===== src/rtl/piso_shift_ctrl_if.sv =====
// piso_shift_ctrl_if: parallel-in handshake plus serial-out bundle between producer and piso_shift_ctrl
interface piso_shift_ctrl_if #(
    parameter int WIDTH = 8
);
    localparam int CW = $clog2(WIDTH + 1);
    logic [WIDTH-1:0] in_data;
    logic in_valid;
    logic in_ready;
    logic hold;
    logic ser_out;
    logic ser_valid;
    logic frame_start;
    logic frame_done;
    logic busy;
    logic [CW-1:0] bit_cnt;
    modport master (
        output in_data, in_valid, hold,
        input in_ready, ser_out, ser_valid, frame_start, frame_done, busy, bit_cnt
    );
    modport slave (
        input in_data, in_valid, hold,
        output in_ready, ser_out, ser_valid, frame_start, frame_done, busy, bit_cnt
    );
endinterface


===== src/rtl/piso_shift_ctrl.sv =====
// piso_shift_ctrl: serializes accepted words one bit per clock with frame markers, hold stall and idle gap
module piso_shift_ctrl #(
    parameter int WIDTH = 8,
    parameter int GAP = 2,
    parameter bit MSB_FIRST = 1'b1
) (
    input logic clk,
    input logic rst,
    piso_shift_ctrl_if.slave bus
);
    localparam int CW = $clog2(WIDTH + 1);
    localparam int GW = GAP > 1 ? $clog2(GAP) : 1;
    localparam int GL = GAP > 0 ? GAP - 1 : 0;
    typedef enum logic [1:0] {S_IDLE, S_SHIFT, S_GAP} state_t;
    state_t r_state, w_state;
    logic [WIDTH-1:0] r_sr, w_sr, w_src, w_shifted;
    logic [CW-1:0] r_sent, w_sent, w_cur, r_cnt, w_cnt;
    logic [GW-1:0] r_gap, w_gap;
    logic r_ready, r_out, r_valid, r_start, r_done, r_busy;
    logic w_acc, w_more, w_pres, w_first, w_out;
    // r_sent counts bits already presented; a frame is complete once it reaches WIDTH
    always_comb begin
        w_acc = r_state == S_IDLE && bus.in_valid && r_ready;
        w_src = w_acc ? bus.in_data : r_sr;
        w_cur = w_acc ? '0 : r_sent;
        w_more = w_acc || (r_state == S_SHIFT && r_sent != CW'(WIDTH));
        w_pres = w_more && !bus.hold;
        w_first = MSB_FIRST ? w_src[WIDTH-1] : w_src[0];
        w_shifted = MSB_FIRST ? {w_src[WIDTH-2:0], 1'b0} : {1'b0, w_src[WIDTH-1:1]};
        w_sr = w_pres ? w_shifted : w_src;
        w_sent = w_pres ? w_cur + CW'(1) : w_cur;
        w_out = w_pres ? w_first : (w_more ? r_out : 1'b0);
        w_cnt = w_pres ? w_cur : (w_more ? r_cnt : '0);
        w_gap = r_state == S_GAP ? r_gap + GW'(1) : '0;
        w_state = r_state == S_IDLE ? (w_acc ? S_SHIFT : S_IDLE) :
                  r_state == S_SHIFT ? (r_sent == CW'(WIDTH) ? (GAP > 0 ? S_GAP : S_IDLE) : S_SHIFT) :
                  (r_gap == GW'(GL) ? S_IDLE : S_GAP);
    end
    always_ff @(posedge clk or negedge rst) begin
        if (!rst) begin
            r_state <= S_IDLE;
            r_sr <= '0;
            r_sent <= '0;
            r_gap <= '0;
            r_ready <= 1'b0;
            r_busy <= 1'b0;
            r_out <= 1'b0;
            r_valid <= 1'b0;
            r_start <= 1'b0;
            r_done <= 1'b0;
            r_cnt <= '0;
        end else begin
            r_state <= w_state;
            r_sr <= w_sr;
            r_sent <= w_sent;
            r_gap <= w_gap;
            r_ready <= w_state == S_IDLE;
            r_busy <= w_state != S_IDLE;
            r_out <= w_out;
            r_valid <= w_pres;
            r_start <= w_pres && w_cur == '0;
            r_done <= w_pres && w_cur == CW'(WIDTH - 1);
            r_cnt <= w_cnt;
        end
    end
    assign bus.in_ready = r_ready;
    assign bus.busy = r_busy;
    assign bus.ser_out = r_out;
    assign bus.ser_valid = r_valid;
    assign bus.frame_start = r_start;
    assign bus.frame_done = r_done;
    assign bus.bit_cnt = r_cnt;
endmodule


===== src/flat_wrapper.sv =====
// flat-port wrapper written by rule: the top's interface ports become plain ports
module piso_shift_ctrl_flat 
#(
    parameter int WIDTH = 8,
    parameter int GAP = 2,
    parameter bit MSB_FIRST = 1'b1
)
  (clk, rst, bus_in_data, bus_in_valid, bus_hold, bus_in_ready, bus_ser_out, bus_ser_valid, bus_frame_start, bus_frame_done, bus_busy, bus_bit_cnt);
  piso_shift_ctrl_if #(.WIDTH(WIDTH)) bus_i ();
  input logic clk;
  input logic rst;
  input wire logic [$bits(bus_i.in_data)-1:0] bus_in_data;
  input wire logic [$bits(bus_i.in_valid)-1:0] bus_in_valid;
  input wire logic [$bits(bus_i.hold)-1:0] bus_hold;
  output wire logic [$bits(bus_i.in_ready)-1:0] bus_in_ready;
  output wire logic [$bits(bus_i.ser_out)-1:0] bus_ser_out;
  output wire logic [$bits(bus_i.ser_valid)-1:0] bus_ser_valid;
  output wire logic [$bits(bus_i.frame_start)-1:0] bus_frame_start;
  output wire logic [$bits(bus_i.frame_done)-1:0] bus_frame_done;
  output wire logic [$bits(bus_i.busy)-1:0] bus_busy;
  output wire logic [$bits(bus_i.bit_cnt)-1:0] bus_bit_cnt;
  assign bus_i.in_data = bus_in_data;
  assign bus_i.in_valid = bus_in_valid;
  assign bus_i.hold = bus_hold;
  assign bus_in_ready = bus_i.in_ready;
  assign bus_ser_out = bus_i.ser_out;
  assign bus_ser_valid = bus_i.ser_valid;
  assign bus_frame_start = bus_i.frame_start;
  assign bus_frame_done = bus_i.frame_done;
  assign bus_busy = bus_i.busy;
  assign bus_bit_cnt = bus_i.bit_cnt;
  piso_shift_ctrl #(.WIDTH(WIDTH), .GAP(GAP), .MSB_FIRST(MSB_FIRST)) u_core (.clk(clk), .rst(rst), .bus(bus_i));
endmodule

===== config.mk =====
export PLATFORM = sky130hd
export DESIGN_NAME = piso_shift_ctrl_flat
export DESIGN_NICKNAME = d
export VERILOG_FILES = /design/src/rtl/piso_shift_ctrl_if.sv /design/src/rtl/piso_shift_ctrl.sv /design/src/flat_wrapper.sv
export SDC_FILE = /design/constraint.sdc
export NUM_CORES = 1
export LEC_CHECK = 0
export BUFFER_PORTS_ARGS = -buffer_cell sky130_fd_sc_hd__buf_4
export CAP_MARGIN = 20
export CORE_AREA = 2 2 50 52
export CTS_CLUSTER_SIZE = 10
export DETAILED_ROUTE_END_ITERATION = 10
export DIE_AREA = 0 0 52 54
export PLACE_DENSITY = 0.79
export SKIP_LAST_GASP = 1
export SLEW_MARGIN = 40
export SYNTH_ARGS = -nofsm -noshare
export SYNTH_HDL_FRONTEND = slang
export SYNTH_SLANG_ARGS = --single-unit
export TNS_END_PERCENT = 10

===== constraint.sdc =====
create_clock -name clk -period 3.69 [get_ports clk]
set_clock_uncertainty 0.05 [all_clocks]
set_input_delay 0 -clock clk [delete_from_list [all_inputs] [get_ports clk]]
set_output_delay 0 -clock clk [all_outputs]
set_load 0.1 [all_outputs]

==> results of run 1 <==
sequential cells by signal (all words and copies together), names as in the netlist, 2 cells and up:
| register | cells |
|---|---|
| u_core.r_sr | 8 |
| u_core.r_state | 2 |
| u_core.r_sent | 4 |
| u_core.bus.bit_cnt | 4 |
worst max-delay path: stages, from the launching register on:
cell and delay, ns:
dfrtp_1 0.46, or4bb_1 0.85, nand2_1 0.23, ha_1 0.17, inv_1 0.06, o32ai_1 0.29
cell type report:
cell class | instances | area [um2] | share of cell area [%]
Timing Repair Buffer | 34 | 285 | 19.2
Clock inverter | 1 | 5.00 | 0.337
Multi-Input combinational cell | 70 | 494 | 33.3
Sequential cell | 25 | 626 | 42.1
Clock buffer | 3 | 22.5 | 1.52
Tap cell | 30 | 37.5 | 2.53
Inverter | 4 | 15.0 | 1.01
power groups by stage:
stage / Combinational [mW] / Clock [mW] / Sequential [mW]
6_report: 0.516 / 0.128 / 0.433
5_1_grt: 0.555 / 0.139 / 0.447
4_1_cts: 0.514 / 0.126 / 0.432
3_5_place_dp: 0.503 / 0 / 0.436
3_3_place_gp: 0.482 / 0 / 0.434
2_1_floorplan: 0.224 / 0 / 0.598
synth_stat cells:
cell type  count
nand4_1        1
inv_1          3
nand2b_1       2
nand2_1       15
buf_1          1
a311oi_1       1
and3_1         2
mux2i_1        9
a32o_1         3
dfrtp_1       25
o32ai_1        1
o31ai_1        1
a21o_2         1
inv_2          1
nor4b_1        1
buf_6          2
and2_1         1
a21oi_1        1
and4bb_2       1
nor3_1         1
or4bb_1        1
nor2_1         4
nor3b_1        1
o221ai_1       7
nor2b_1        1
o21ai_0        2
or4b_1         1
a21oi_4        1
o211a_1        1
clkbuf_1       4
ha_1           1
nand3_1        9
logic make-up (layout without fill, tap and decap cells):
kind of cell	Yosys count	in the layout	share of synthesized area [%]
simple gates	41	41	18.5
flops	25	25	53.6
compound gates	19	19	14.3
buf+inv	11	42	4.83
mux	9	9	7.73
fa+ha+maj	1	1	1.07
repair_timing:
item                                    CTS  global route
hold endpoints to repair                 36             0
endpoints found under the setup margin    0             0
hold buffers                             12             0
gates resized for setup                   0             0
through the flow:
| stage | setup WS [ns] | cell area [um2] |
|---|---|---|
| 2_1_floorplan | 1.44 | 1170 |
| 3_3_place_gp | 1.70 | 1330 |
| 3_5_place_dp | 1.58 | 1330 |
| 4_1_cts | 1.56 | 1480 |
| 5_1_grt | 1.41 | 1490 |
| 6_report | 1.47 | 1490 |
final timing paths:
| path | endpoint | cells after the start |
|---|---|---|
| max in group asynchronous | u_core.r_sent[0]$_DFF_PN0_ | 2 |
| hold / removal | u_core.r_sent[2]$_DFF_PN0_ | 2 |
| setup reg to reg | u_core.r_sent[1]$_DFF_PN0_ | 5 |
| min in group clk | u_core.r_sr[0]$_DFF_PN0_ | 4 |
| setup / recovery | u_core.r_sent[1]$_DFF_PN0_ | 5 |
| hold reg to reg | u_core.r_gap$_DFF_PN0_ | 2 |
routing by layer:
metal | wire length [um] | up-vias
li1 | - | 449
met4 | 47 | 0
met2 | 1300 | 17
met1 | 1160 | 480
met3 | 50 | 6
met5 | 0 | -
==> impl_results.md, run 1 <==
- Antenna Nets Post-Route: 0
- Pins Over Slew Limit: 0
- Net Sw Power: 0.509 mW
- Comb power frac: 47.9%
- Via count: 952
- Synth Instances: 106
- HP Class: input pin to asynchronous set/reset pin
- Buffers on Ports: 21
- 1st-iter DRT viols: 23
- Worst-path clk slew: 0.15 ns
- YS warnings: 0
- Max-cap violations: 0
- Number of buffers created by CTS: 3
- Non-Filler Instances: 167
- Placed insts: 151
- Met2 Resource Use GR: 36.5%
- Worst Setup Path Type: flop to flop
- Setup TNS: 0 ns
- Final core utilization: 64.0%
- Antenna cells: 0
- Synth cell types: 32
- CTS tree: built
- Antenna violations before repair: 0
- Max frequency: 451 MHz
- Met3 global-route usage: 3.06%
- CP Max Fanout: 22
- Period utilization: 60.1%
- Critical R2R Launch: u_core.r_state[1]$_DFF_PN0_
- Data arrival, critical path: 2.39 ns
- #FFs+latches synth: 25
- Synth-to-layout area growth: 27.4%
- RSZ-0062 raised after global routing: false
- Chip Width: 52 um
- Crit. Startpoint: u_core.r_state[1]$_DFF_PN0_
- GP Congestion: 0.798
- Most Used Layer, Global Route: met2
- Number of I/O pins: 22
- Nets: 151
- Clk_lat worst skew: 0.32 ns
- Slew headroom: 55.7%
- DR WL/cell: 15.3 um
- Vias per std cell: 5.70
- Internal Power: 0.568 mW
- Critical Path RT: 3.86 ns
- Hpwl dp: 1.64 mm
- Largest area contributor in the netlist: dfrtp_1
- Clock Tree Buf Depth: 2
- Max IR drop VDD: 0.541 mV
- Postcts setup bufs: 0
- Outcome: complete, no violations
- Core area: 0.00232 mm2
- Layout cells sized above 1: 23.4%
- Die Span Y: 54 um
- Die ar.: 0.00281 mm2
- Least-Margin Pin Slew: 0.665 ns
- Row cnt: 18
- Global-route wire length before repair: 4.37 mm
- CTS H-Tree Depth: 1
- WL final: 2.56 mm
- Met1 Use GR: 27.9%
- PwrDens: 725 mW/mm2
- Most common library cell in the layout ignoring fill and taps: dfrtp_1
- Sw Ratio: 47.3%
- CP Launch Type: flop
- GRT Resource Usage Total: 21.9%
- Clk pwr share: 11.9%
- Fill cells: 198
- Pin count of the biggest net entering global routing: 26
- Clk root buf: clkbuf_4
- Synth top area share: 53.6%
- Worst Hold Margin: 0.0360 ns
- Most frequent cells in the layout: 25 x dfrtp_1, 22 x buf_4, 15 x nand2_1
- Top cells by area, synth: dfrtp_1 54%, mux2i_1 7.7%, o221ai_1 5.3%
- Mapped Area: 0.00117 mm2
- Total gr overflow: 0
- Crit. End Element: flop
- Initial core utilization: 50.3%
- Sequential share of power: 40.3%
- Overall power: 1.08 mW
- Fin crit period: 2.22 ns
- DRC viols: 0
- Reg2Reg Setup Slack: 1.47 ns
- Syn_area_per_cell: 11.0 um2
- First-pass detailed-route iteration total: 4
- Final hold violation count: 0
- Post-Syn Nets: 119
- Seq/Total Area, Yosys: 53.6%
- Vias in the first global route: 951
- Setup-failing EPs final: 0
- CTS Sinks: 25
- Leak Pwr: 0.719 nW
Note: power is estimated with default switching activity, not from simulation.
==> run 2: changes to the inputs <==
==> constraint.sdc (replaced) <==
create_clock -name clk -period 2.07 [get_ports clk]
set_clock_uncertainty 0.05 [all_clocks]
set_input_delay 0 -clock clk [delete_from_list [all_inputs] [get_ports clk]]
set_output_delay 0 -clock clk [all_outputs]
set_load 0.1 [all_outputs]
==> impl_results.md, run 2 (synthesis results as in run 1) <==
- CP Launch Type: flop
- Clock Tree Buf Depth: 2
- First-pass detailed-route iteration total: 4
- Largest Register: u_core.r_sr
- Most frequent cells in the layout: 24 x buf_4, 24 x dfrtp_1, 15 x nand2_1
- Largest register FFs: 8
- CP max stage cell: or4b_1
- Clk root buf: clkbuf_4
- Setup-failing EPs final: 0
- CP Max Fanout: 8
- Reg-to-reg endpoint: u_core.bus.bit_cnt[3]$_DFFE_PN0P_
- Worst-path cell chain: or4b_1 -> a21oi_4 -> inv_2 -> a32o_1
- Max IR drop VDD: 0.797 mV
- Fin crit period: 1.89 ns
- Max-cap violations: 0
- Post-CTS Resized: 0
- GP Congestion: 0.805
- Antenna cells: 0
- Slew headroom: 62.0%
- Crit. End Element: flop
- Die Span Y: 54 um
- Setup TNS: 0 ns
- Nets: 152
- Total gr overflow: 0
- Via count: 937
- Row cnt: 18
- DRC viols: 0
- Chip Width: 52 um
- Vias per std cell: 5.58
- Data arrival, critical path: 2.07 ns
- Layout cells sized above 1: 23.9%
- Global-route wire length before repair: 4.15 mm
- Clk_lat worst skew: 0.32 ns
- Vias in the first global route: 882
- Die ar.: 0.00281 mm2
- Hpwl dp: 1.72 mm
- PwrDens: 1290 mW/mm2
- Post-placement setup slack: 0.231 ns
- Crit. Startpoint: u_core.r_sent[0]$_DFF_PN0_
- RSZ-0062 raised after global routing: false
- HP Class: input pin to asynchronous set/reset pin
- Reg2Reg Setup Slack: 0.18 ns
- Buffers on Ports: 21
- Worst Hold Margin: 0.0351 ns
- DR WL/cell: 15.5 um
- Worst Setup Path Type: flop to flop
- Critical R2R Launch: u_core.r_sent[0]$_DFF_PN0_
- CTS H-Tree Depth: 1
- Number of I/O pins: 22
- Pins Over Slew Limit: 0
- Max frequency: 529 MHz
- Final setup margin: 0.181 ns
- Outcome: complete, no violations
- CTS Sinks: 25
- Critical Path RT: 2.25 ns
- Worst reg2reg path depth: 4
- Number of buffers created by CTS: 3
- GRT Resource Usage Total: 20.8%
- Period utilization: 91.3%
- WL final: 2.61 mm
- Pin count of the biggest net entering global routing: 26
- Worst-path clk slew: 0.13 ns
- Core area: 0.00232 mm2
- Least-Margin Pin Slew: 0.566 ns
- Initial core utilization: 50.3%
- Synth-to-layout area growth: 27.4%
- Worst stage delay on the critical path: 0.62 ns
- CP endpoint: u_core.bus.bit_cnt[3]$_DFFE_PN0P_
- CTS tree: built
- 1st-iter DRT viols: 14
- Leak Pwr: 0.717 nW
- Final hold violation count: 0
- Antenna violations before repair: 0
- Antenna Nets Post-Route: 0
[run 2: cell types whose count changed in the layout (fill, tap and decap cells not counted)]
cell,before,now
clkbuf_1,0,1
nor3b_2,1,0
clkinv_2,1,0
dfrtp_1,25,24
dfrtp_2,0,1
buf_4,22,24
nor3b_1,0,1
dlygate4sd3_1,12,11
[run 2: layout make-up]
type	instances	area, um2
clock buffers	4	26.3
inverters	4	15.0
repair buffers	35	290
well taps	30	37.5
multi-input cells	70	489
flip-flops and latches	25	627
fillers	184	835
[run 2: timing repair]
item / 4_1_cts / 5_1_grt
hold buffers: 11 / 0
endpoints found under the hold margin: 36 / 0
buffers inserted: 0 / 0
[run 2: per-stage QoR]
| step | std cells | util, % | instance area (um2) | power (mW) |
|---|---|---|---|---|
| 6_report | 168 | 64.0 | 1490 | 1.92 |
| 5_1_grt | 168 | 64.0 | 1490 | 2.03 |
| 4_1_cts | 168 | 64.0 | 1490 | 1.91 |
| 3_5_place_dp | 153 | 58.1 | 1350 | 1.68 |
| 3_3_place_gp | 153 | 57.9 | 1340 | 1.65 |
| 2_1_floorplan | 106 | - | 1170 | 1.47 |
[run 2: how the worst min path moves through the flow]
stage / start / to / slack [ns] / depth (start not counted)
2_1_floorplan: rst / u_core.bus.bit_cnt[0]$_DFFE_PN0P_ / -0.35 / 0
3_5_place_dp: rst / u_core.r_state[0]$_DFF_PN0_ / -0.13 / 1
3_3_place_gp: rst / u_core.bus.busy$_DFF_PN0_ / -0.13 / 1
4_1_cts: rst / u_core.r_state[0]$_DFF_PN0_ / 0.05 / 2
6_report: rst / u_core.r_state[0]$_DFF_PN0_ / 0.04 / 2
5_1_grt: rst / u_core.bus.bit_cnt[0]$_DFFE_PN0P_ / 0.07 / 2
[run 2: where the power goes]
group / internal (mW) / total (mW) / switching, mW
clock network: 0.0756 / 0.224 / 0.148
logic: 0.287 / 0.921 / 0.634
registers: 0.655 / 0.775 / 0.120
[run 2: critical path, delay by kind of cell, from the launching register on]
family | cells | cell delay (ns)
buf+inv | 1 | 0.10
simple gates | 1 | 0.62
compound gates | 2 | 0.53
flops | 1 | 0.48
[run 2: metal layers]
layer	up-vias	share of wire (%)	track usage (%)
li1	449	-	-
met1	454	44	27.2
met2	27	51	33.8
met3	7	2.9	2.78
met4	0	2.1	11.0
met5	-	0	0
==> run 3: changes to the inputs <==
==> constraint.sdc (replaced) <==
create_clock -name clk -period 2.07 [get_ports clk]
set_clock_uncertainty 0.05 [all_clocks]
set_input_delay 0 -clock clk [delete_from_list [all_inputs] [get_ports clk]]
set_output_delay 0 -clock clk [all_outputs]
set_load 0.005 [all_outputs]
==> impl_results.md, run 3 (synthesis results as in run 1) <==
- Outcome: complete, no violations
- Max IR drop VDD: 0.563 mV
- Setup TNS: 0 ns
- Vias per std cell: 5.58
- Max-cap violations: 0
- Buffers on Ports: 21
- Clk_lat worst skew: 0.30 ns
- Chip Width: 52 um
- 1st-iter DRT viols: 15
- Max frequency: 549 MHz
- CP Max Fanout: 6
- Worst-path clk slew: 0.13 ns
- Most frequent cells in the layout: 26 x buf_4, 25 x dfrtp_1, 15 x nand2_1
- CTS tree: built
- Layout cells sized above 1: 23.6%
- Postcts setup bufs: 0
- Worst Hold Margin: 0.0594 ns
- Slew headroom: 79.3%
- Via count: 949
- Final hold violation count: 0
- Clock Tree Buf Depth: 2
- Setup-failing EPs final: 0
- GRT Resource Usage Total: 20.1%
- CP Launch Type: flop
- Pin count of the biggest net entering global routing: 26
- Hpwl dp: 1.71 mm
- Reg2Reg Setup Slack: 0.25 ns
- Largest Register: u_core.r_sr
- Worst reg2reg path depth: 5
- HP Class: input pin to asynchronous set/reset pin
- Antenna cells: 0
- Pins Over Slew Limit: 0
- Final setup margin: 0.247 ns
- First-pass detailed-route iteration total: 4
- DR WL/cell: 14.2 um
- Most common library cell in the layout ignoring fill and taps: buf_4
- Non-Filler Instances: 170
- Period utilization: 88.1%
- GP Congestion: 0.871
- Fill cells: 195
- Worst Setup Path Type: flop to flop
- RSZ-0062 raised after global routing: false
- DRC viols: 0
- Number of I/O pins: 22
- Least-Margin Pin Slew: 0.311 ns
- Antenna violations before repair: 0
- Nets: 154
- Die Span Y: 54 um
- Overall power: 1.58 mW
- Critical R2R Launch: u_core.r_state[1]$_DFF_PN0_
- Clk root buf: clkbuf_4
- Hold buffer count at CTS: 11
- Die ar.: 0.00281 mm2
- Vias in the first global route: 922
- Crit. End Element: flop
- Post-CTS Resized: 0
- Placed insts: 155
- WL final: 2.42 mm
- Post-placement setup slack: 0.289 ns
- Critical Path RT: 2.22 ns
- Data arrival, critical path: 1.97 ns
- PwrDens: 1060 mW/mm2
- Antenna Nets Post-Route: 0
- Core area: 0.00232 mm2
- Reg-to-reg endpoint: u_core.r_sent[1]$_DFF_PN0_
- Global-route wire length before repair: 4.12 mm
- Row cnt: 18
- Fin crit period: 1.82 ns
- Total gr overflow: 0
- Leak Pwr: 0.727 nW
- CTS H-Tree Depth: 1
- CTS Sinks: 25
- Number of buffers created by CTS: 3
- Initial core utilization: 50.3%
- Largest register FFs: 8
- Synth-to-layout area growth: 28.1%
run 3: cell types whose count changed in the layout (fill, tap and decap cells not counted):
cell | previous run | this run
dfrtp_1 | 24 | 25
nor3_1 | 0 | 1
buf_4 | 24 | 26
nor3_2 | 1 | 0
dfrtp_2 | 1 | 0
run 3: worst max-delay path by stage:
| stage | end | slack [ns] | start |
|---|---|---|---|
| 6_report | u_core.r_sent[1]$_DFF_PN0_ | 0.25 | u_core.r_state[1]$_DFF_PN0_ |
| 5_1_grt | u_core.r_sent[1]$_DFF_PN0_ | 0.16 | u_core.r_state[1]$_DFF_PN0_ |
| 4_1_cts | u_core.r_sent[1]$_DFF_PN0_ | 0.23 | u_core.r_state[1]$_DFF_PN0_ |
| 3_5_place_dp | u_core.bus.bit_cnt[3]$_DFFE_PN0P_ | 0.29 | u_core.r_sent[0]$_DFF_PN0_ |
| 3_3_place_gp | u_core.r_sent[1]$_DFF_PN0_ | 0.32 | u_core.r_state[1]$_DFF_PN0_ |
| 2_1_floorplan | u_core.bus.bit_cnt[2]$_DFFE_PN0P_ | 0.28 | u_core.r_sent[0]$_DFF_PN0_ |
run 3: routing by layer:
metal  vias up  GRT usage (%)  part of all wire, %
met3         4           3.06                  3.0
met2        20           35.9                   52
li1        459              -                    -
met1       466           23.9                   44
met5         -              0                    0
met4         0           8.77                  1.1
run 3: area by class of cell:
class | count | area (um2) | share of cell area (%)
timing repair buffer | 37 | 305 | 20.4
inverter | 4 | 15.0 | 1.01
clock buffer | 4 | 26.3 | 1.76
multi-input combinational | 70 | 484 | 32.4
tap | 30 | 37.5 | 2.51
sequential | 25 | 626 | 41.9
run 3: worst max-delay path: stages, from the launching register on:
cell     delay, ns
dfrtp_1       0.44
or4bb_1       0.61
nand2_1       0.14
ha_1          0.15
inv_1         0.04
o32ai_1       0.29
run 3: power breakdown:
part           internal (mW)  switching [mW]
combinational          0.294           0.303
clock                 0.0751           0.135
sequential             0.654           0.119
total                   1.02           0.556
run 3: metrics by stage:
| step | util [%] | instance area [um2] |
|---|---|---|
| after floorplan | - | 1170 |
| after global placement | 58.5 | 1360 |
| after detailed placement | 58.5 | 1360 |
| after CTS | 64.4 | 1490 |
| after global routing | 64.4 | 1490 |
| final | 64.4 | 1490 |
